==> config.mk <==
export PLATFORM = sky130hd
export DESIGN_NAME = sseg_scan_driver
export DESIGN_NICKNAME = d
export VERILOG_FILES = /design/src/rtl/sseg_pkg.sv /design/src/rtl/hex_to_sseg.sv /design/src/rtl/sseg_scan_driver.sv
export SDC_FILE = /design/constraint.sdc
export NUM_CORES = 1
export LEC_CHECK = 0
export ABC_CLOCK_PERIOD_IN_PS = 2800
export CAP_MARGIN = 20
export CORE_MARGIN = 5
export CORE_UTILIZATION = 55
export DETAILED_ROUTE_END_ITERATION = 16
export PLACE_DENSITY = 0.76
export SLEW_MARGIN = 5
export SYNTH_ARGS = -nofsm -noshare
export SYNTH_HDL_FRONTEND = slang
export SYNTH_SLANG_ARGS = --single-unit
==> constraint.sdc <==
create_clock -name clk -period 2.8 [get_ports clk]
set_input_delay 0.84 -clock clk [delete_from_list [all_inputs] [get_ports clk]]
set_output_delay 0.84 -clock clk [all_outputs]
set_load 0.01 [all_outputs]
==> src/rtl/sseg_pkg.sv <==
// sseg_pkg: shared seven-segment constants and the active-high hex glyph table.
package sseg_pkg;
  localparam int SEG_W = 7;
  localparam logic [SEG_W-1:0] SEG_BLANK = '0;
  // segment order {g,f,e,d,c,b,a}; A,b,C,d,E,F use the usual mixed-case shapes
  localparam logic [SEG_W-1:0] GLYPH [16] = '{
    7'h3F, 7'h06, 7'h5B, 7'h4F, 7'h66, 7'h6D, 7'h7D, 7'h07,
    7'h7F, 7'h6F, 7'h77, 7'h7C, 7'h39, 7'h5E, 7'h79, 7'h71
  };
endpackage

==> src/rtl/hex_to_sseg.sv <==
// hex_to_sseg: combinational nibble to active-high seven-segment glyph lookup.
module hex_to_sseg
  import sseg_pkg::*;
(
  input  logic [3:0]       nib,
  output logic [SEG_W-1:0] seg
);
  assign seg = GLYPH[nib];
endmodule

==> src/rtl/sseg_scan_driver.sv <==
// sseg_scan_driver: double-buffered multiplexed seven-segment driver with anti-ghost guard.
// Optional leading-zero blanking when SSEG_LEADING_ZERO_BLANK_EN is defined.
module sseg_scan_driver
  import sseg_pkg::*;
#(
  parameter int DIGITS       = 4,
  parameter int REFRESH_DIV  = 100000,
  parameter int GUARD_CYCLES = 16,
  parameter int ACTIVE_LOW   = 1
) (
  input  logic                  clk,
  input  logic                  rst,
  input  logic                  load,
  input  logic [4*DIGITS-1:0]   value,
  input  logic [DIGITS-1:0]     dp_in,
  input  logic                  enable,
  output logic [DIGITS-1:0]     an,
  output logic [SEG_W-1:0]      seg,
  output logic                  dp,
  output logic                  frame_done
);
  localparam int PW = $clog2(REFRESH_DIV);
  localparam int IW = DIGITS > 1 ? $clog2(DIGITS) : 1;
  localparam logic POL = ACTIVE_LOW != 0;

  logic [PW-1:0]         presc;
  logic [IW-1:0]         idx;
  logic [4*DIGITS-1:0]   pend_val, disp_val;
  logic [DIGITS-1:0]     pend_dp, disp_dp, lz;
  logic [SEG_W-1:0]      glyph;
  logic                  wrap, last, boundary, lit;

  assign wrap     = presc == PW'(REFRESH_DIV - 1);
  assign last     = idx == IW'(DIGITS - 1);
  assign boundary = enable && wrap && last;
  assign lit      = enable && 32'(presc) >= GUARD_CYCLES && !lz[idx];

  hex_to_sseg u_dec (
    .nib (disp_val[4*idx +: 4]),
    .seg (glyph)
  );

`ifdef SSEG_LEADING_ZERO_BLANK_EN
  logic zero;
  // a digit is suppressed only if it and every more-significant nibble is zero
  always_comb begin
    lz   = '0;
    zero = 1'b1;
    for (int i = DIGITS - 1; i > 0; i--) begin
      zero  = zero && disp_val[4*i +: 4] == 4'h0;
      lz[i] = zero && !disp_dp[i];
    end
  end
`else
  assign lz = '0;
`endif

  always_ff @(posedge clk or negedge rst) begin
    if (!rst) begin
      presc      <= '0;
      idx        <= '0;
      pend_val   <= '0;
      pend_dp    <= '0;
      disp_val   <= '0;
      disp_dp    <= '0;
      an         <= {DIGITS{POL}};
      seg        <= {SEG_W{POL}};
      dp         <= POL;
      frame_done <= 1'b0;
    end else begin
      if (load) {pend_val, pend_dp} <= {value, dp_in};
      // newest data wins when a load lands on the frame boundary
      if (!enable || boundary)
        {disp_val, disp_dp} <= load ? {value, dp_in} : {pend_val, pend_dp};
      presc <= !enable || wrap ? '0 : presc + 1'b1;
      if (!enable) idx <= '0;
      else if (wrap) idx <= last ? '0 : idx + 1'b1;
      frame_done <= boundary;
      an         <= {DIGITS{POL}} ^ (lit ? DIGITS'(1) << idx : '0);
      seg        <= {SEG_W{POL}} ^ (lit ? glyph : SEG_BLANK);
      dp         <= POL ^ (lit && disp_dp[idx]);
    end
  end
endmodule
# Yosys cells after proc, flatten, opt, wreduce, memory -nomap -nowiden
# Memories as Yosys holds them, arrays and structs flattened.
# Cells that the tools add are included.
[op_classes]
n_addsub = 2
mul = 0
n_div = 0
n_lt_le_gt_ge = 3
n_eq_ne = 3
shift = 2
n_mux = 13
n_bitwise = 4
n_reduce_logical = 9
[ops]
columns = ["operator", "n"]
rows = [
  ["two-way mux 7 bit", 3],
  ["two-way mux 20 bit", 1],
  ["adder 17 x 1 -> 17 bit, second input constant", 1],
  ["== test 17 bit, second input constant", 1],
  ["greater-or-equal comparator 17 x 5 -> 1 bit, second input constant", 1],
  ["two-way mux 17 bit", 1],
  ["indexed part select 16 x 5 -> 4 bit", 1],
  ["NOT 7 bit", 1],
  ["two-way mux 2 bit", 3],
  ["greater-or-equal comparator 5 bit, second input constant", 1],
  ["logical AND 1 bit", 5],
  ["NOT 4 -> 5 bit", 1],
  ["binary-select mux 1 bit (select 2 bit)", 2],
  ["two-way mux 4 bit", 1],
  ["NOT 4 bit", 1],
  ["<< shifter 1 x 2 -> 4 bit, first input constant", 1],
  ["less-than comparator 2 x 3 -> 1 bit, second input constant", 1],
  ["adder 2 x 1 -> 2 bit, second input constant", 1],
  ["== test 2 bit, second input constant", 1],
  ["logical NOT 1 bit", 2],
  ["logical OR 1 bit", 2],
  ["two-way mux 1 bit", 2],
  ["!= test 2 x 1 -> 1 bit, second input constant", 1],
  ["NOT 1 bit", 1],
]
[word_totals]
register_bits = 72
latchBits = 0
mem_bits_rw = 0
mem_bits_ro = 112
output_inout_bits = 13
word_cells = 47
mem_count = 1
[memory_table]
columns = ["memory", "depth", "word_bits", "rd", "rd_ports_with_merged_regs", "write_ports", "line", "text"]
rows = [
  ["(name not given)", 16, 7, 1, 0, 0, "hex_to_sseg.sv:8", "assign seg = GLYPH[nib];"],
]

# Longest topological paths before layout
[depth]
word_depth = 7
mapped_depth = 7
depth_no_buf = 6

# By module
# Synthesis repeated with hierarchy kept, for this count alone.
[unflattened]
cells_unflattened = 263
hier_area_um2 = 3409.5
[by_module_without_submodules]
columns = ["mod", "instances", "cells_each", "area_each_um2", "seq_area_each_um2"]
rows = [
  ["sseg_scan_driver", 1, 230, 3121.7, 1816.7],
  ["hex_to_sseg", 1, 33, 287.8, 0.0],
]

# Least setup slack after synthesis
# No wires, ideal clock.
[synth_timing]
path_type = "input port to flip-flop"
from = "input port load"
to = "register disp_dp[0]"
setup_time_ns = 0.125
arrival_ns = 1.784
required_time_ns = 2.675
setup_slack_ns = 0.891
path_stages = 3
path_buffers = 1
cell_sequence = "clkbuf_1 > mux2_2 > mux2_2"
[synth_between]
elab_chain_cells = 1
[synth_rtl]
columns = ["item", "line", "text"]
rows = [
  ["from (decl)", "sseg_scan_driver.sv:13", "input logic load,"],
  ["two-way mux 20 bit", "sseg_scan_driver.sv:74", "{disp_val, disp_dp} <= load ? {value, dp_in} : {pend_val, pend_dp};"],
  ["to (signal assigned)", "sseg_scan_driver.sv:74", ""],
  ["to (decl)", "sseg_scan_driver.sv:29", "logic [DIGITS-1:0] pend_dp, disp_dp, lz;"],
]
# No other way between the ends.
# A chain may end at the register's enable or synchronous reset.

# Worst setup path after layout
[layout_timing]
from = "register seg[1]"
to = "output port seg[1]"
[layout_lines]
columns = ["item", "line", "text"]
rows = [
  ["from (decl)", "sseg_scan_driver.sv:18", "output logic [SEG_W-1:0] seg,"],
  ["from (signal assigned)", "sseg_scan_driver.sv:67", "seg <= {SEG_W{POL}};"],
  ["from (signal assigned)", "sseg_scan_driver.sv:80", "seg <= {SEG_W{POL}} ^ (lit ? glyph : SEG_BLANK);"],
]
# No word-level cell between the ends.

==> impl_metrics.json <==
{
  "crit_required_ns": 1.96,
  "layout_commonest_cell": "dfrtp_1",
  "totalWireLength_um": 6010,
  "path_buf_inv": 1,
  "regArea_mm2": 0.00182,
  "holdBufCountCts": 0,
  "clkSinkCount": 72,
  "num_rows": 28,
  "synthFlopType": "dfrtp_1",
  "mostFrequentLayoutCells": "dfrtp_1 (60), mux2_2 (41), clkdlybuf4s50_1 (35), nand2_1 (18), nor2_1 (13)",
  "dieHeight_um": 87.7,
  "yosysTopAreaCellShare_pct": 45.3,
  "tns_ns": 0,
  "cts_tree": "done",
  "grt_max_degree": 43,
  "synth_edf_count": 0,
  "die_area_mm2": 0.00768,
  "port_buffers": 36,
  "wire_per_inst_um": 15.6,
  "powerDensity_mw_per_mm2": 592,
  "cts_setup_buffers": 0,
  "path_max_fanout": 1,
  "cp-end-kind": "primary output",
  "r2r_cells": 5,
  "drt-pass1-iter-count": 4,
  "ant_nets": 0,
  "route.vias.total": 2082,
  "power_frac_comb_pct": 12.2,
  "fillers": 443,
  "setup_viol": 0,
  "p_sw_uw": 574,
  "cts.clk_slew.worst_paths_ns": 0.07,
  "yosys_warnings": 0,
  "critPathArrivalTime_ns": 1.39,
  "synth_cells": 264,
  "grt_pass1_wl_um": 10400,
  "h-tree-depth": 3,
  "worstSkewPairLatency_ns": 0.35,
  "synth_top_cell_by_area": "dfrtp_1",
  "finalHoldViolCount": 0,
  "drive_above_1_share_pct": 26.8,
  "clock_skew_ns": 0.0117,
  "cts_buffers": 9,
  "cts_root_buf": "clkbuf_8",
  "die_w_um": 87.7,
  "ys_ff_latch": 72,
  "slew_viol_final": 0,
  "core_mm2": 0.00589,
  "place.gp.congestion": 0.809,
  "drc": 0,
  "cp_slowest_stage_delay_ns": 0.53,
  "path_class": "register to primary output",
  "io_pins": 37,
  "tightest_slew_ns": 0.698,
  "switching_share_pct": 24.5,
  "synth-async-reset-ratio_pct": 100,
  "yosys-top-cells-area": "dfrtp_1 (45%), mux2_2 (14%), dfstp_2 (9.5%), ha_1 (4.5%), mux4_2 (3.4%)",
  "startpoint_type": "register",
  "cts_buffer_depth": 2,
  "drv_cap": 0,
  "viasPerCell": 5.41,
  "pwr-share-seq_pct": 49.2,
  "path_delay_family": "buffers and inverters",
  "cpMaxStageDelayCell": "clkdlybuf4s50_1",
  "slew_headroom_pct": 53.4,
  "ctsResizeCount": 0,
  "area_delta_synth_final_pct": 19.6,
  "nNetsFinal": 341,
  "ys_seq_area_share_pct": 54.8,
  "grt_pass1_vias": 2109,
  "p_leak_uw": 0.00164,
  "crit_cells": 1,
  "syn_avg_cell_area_um2": 12.6,
  "outcome": "finished, final reports clean",
  "synthDistinctLibCells": 38,
  "start_util_pct": 56.4,
  "syn-num-nets": 300,
  "max_freq_mhz": 448,
  "grt_usage_pct": 18.0,
  "syn_area_mm2": 0.00332,
  "hold_path_depth": 1,
  "p_clk_share_pct": 38.6,
  "p_total_uw": 2350,
  "layout_min_cycle_time_ns": 2.23,
  "diodes": 0,
  "rsz0062_at_grt": "false",
  "ir_drop_mv": 0.368,
  "p_int_uw": 1770,
  "cp_cell_sequence": "clkdlybuf4s50_1",
  "multi_input_area_mm2": 0.00140,
  "hold_class": "register to register",
  "min_period_over_period_pct": 79.8,
  "antenna_found_initial": 0,
  "drtIter0Drc": 98,
  "dpl.hpwl_um": 4220,
  "overflow": 0
}
per-layer routing:
layer  wire, um  vias to the layer above  GRT usage, %
met3        308                        7          5.08
met1       2780                     1021          25.5
met2       2840                       46          26.4
met5          0                        -             0
met4         79                        0          6.69
li1           -                     1008             -
layout make-up:
type	count	share of cell area, %
multi-input combinational	170	35.4
tap	75	2.37
inverter	11	1.04
clock buffer	9	3.12
sequential	72	45.8
timing repair buffer	41	9.91
clock inverter	7	2.40
stage by stage:
stage | instances | area, um2 | utilization, % | hold WS [ns] | setup WS (ns)
2_1_floorplan | 264 | 3320 | - | 0.447 | 0.891
3_3_place_gp | 369 | 3750 | 63.7 | 0.469 | 0.405
3_5_place_dp | 369 | 3750 | 63.7 | 0.473 | 0.368
4_1_cts | 385 | 3970 | 67.4 | 0.483 | 0.540
5_1_grt | 385 | 3970 | 67.4 | 0.512 | 0.481
6_report | 385 | 3970 | 67.4 | 0.478 | 0.567
final timing paths:
path	from	endpoint	slack, ns
max in group asynchronous	rst	seg[5]	1.87
max	seg[1]	seg[1]	0.57
max reg2reg	idx[0]	seg[3]	0.64
min reg2reg	presc[0]	presc[0]	0.48
min in group asynchronous	rst	pend_val[6]	0.50
min	presc[0]	presc[0]	0.48
power groups by stage:
stage,sequential [uW],clock (uW),combinational [uW]
detailed placement,1170,0,287
global placement,1170,0,278
finish,1150,905,287
floorplan,1160,0,200
CTS,1150,920,290
global route,1160,974,323
sequential cells by signal, indices dropped and copies added, names as in the netlist:
| name | cells |
|---|---|
| presc | 17 |
| disp_val | 16 |
| pend_val | 16 |
| seg | 7 |
| an | 4 |
| disp_dp | 4 |
| pend_dp | 4 |
| idx | 2 |
| dp | 1 |
| frame_done | 1 |
synthesized netlist by cell type, types with 4 or more instances:
cell type	number
nand4_1	6
mux4_2	5
nand2_1	18
dfrtp_1	60
and2_1	4
dfstp_2	12
nor3_1	4
nor2_1	13
buf_2	5
inv_1	11
xor2_1	11
or3_1	5
nand3_1	7
o21ai_0	8
clkbuf_1	4
ha_1	12
a21oi_1	8
mux2_2	41
logic make-up after synthesis:
kind of cell | synth area share, %
AO/OA/AOI/OAI | 4.75
XOR/XNOR | 3.70
adder cells (fa/ha/maj) | 4.53
buffers and inverters | 3.13
flip-flops | 54.8
multiplexers | 18.4
AND/OR/NAND/NOR | 10.7
Note: power is estimated with default switching activity, not from simulation.
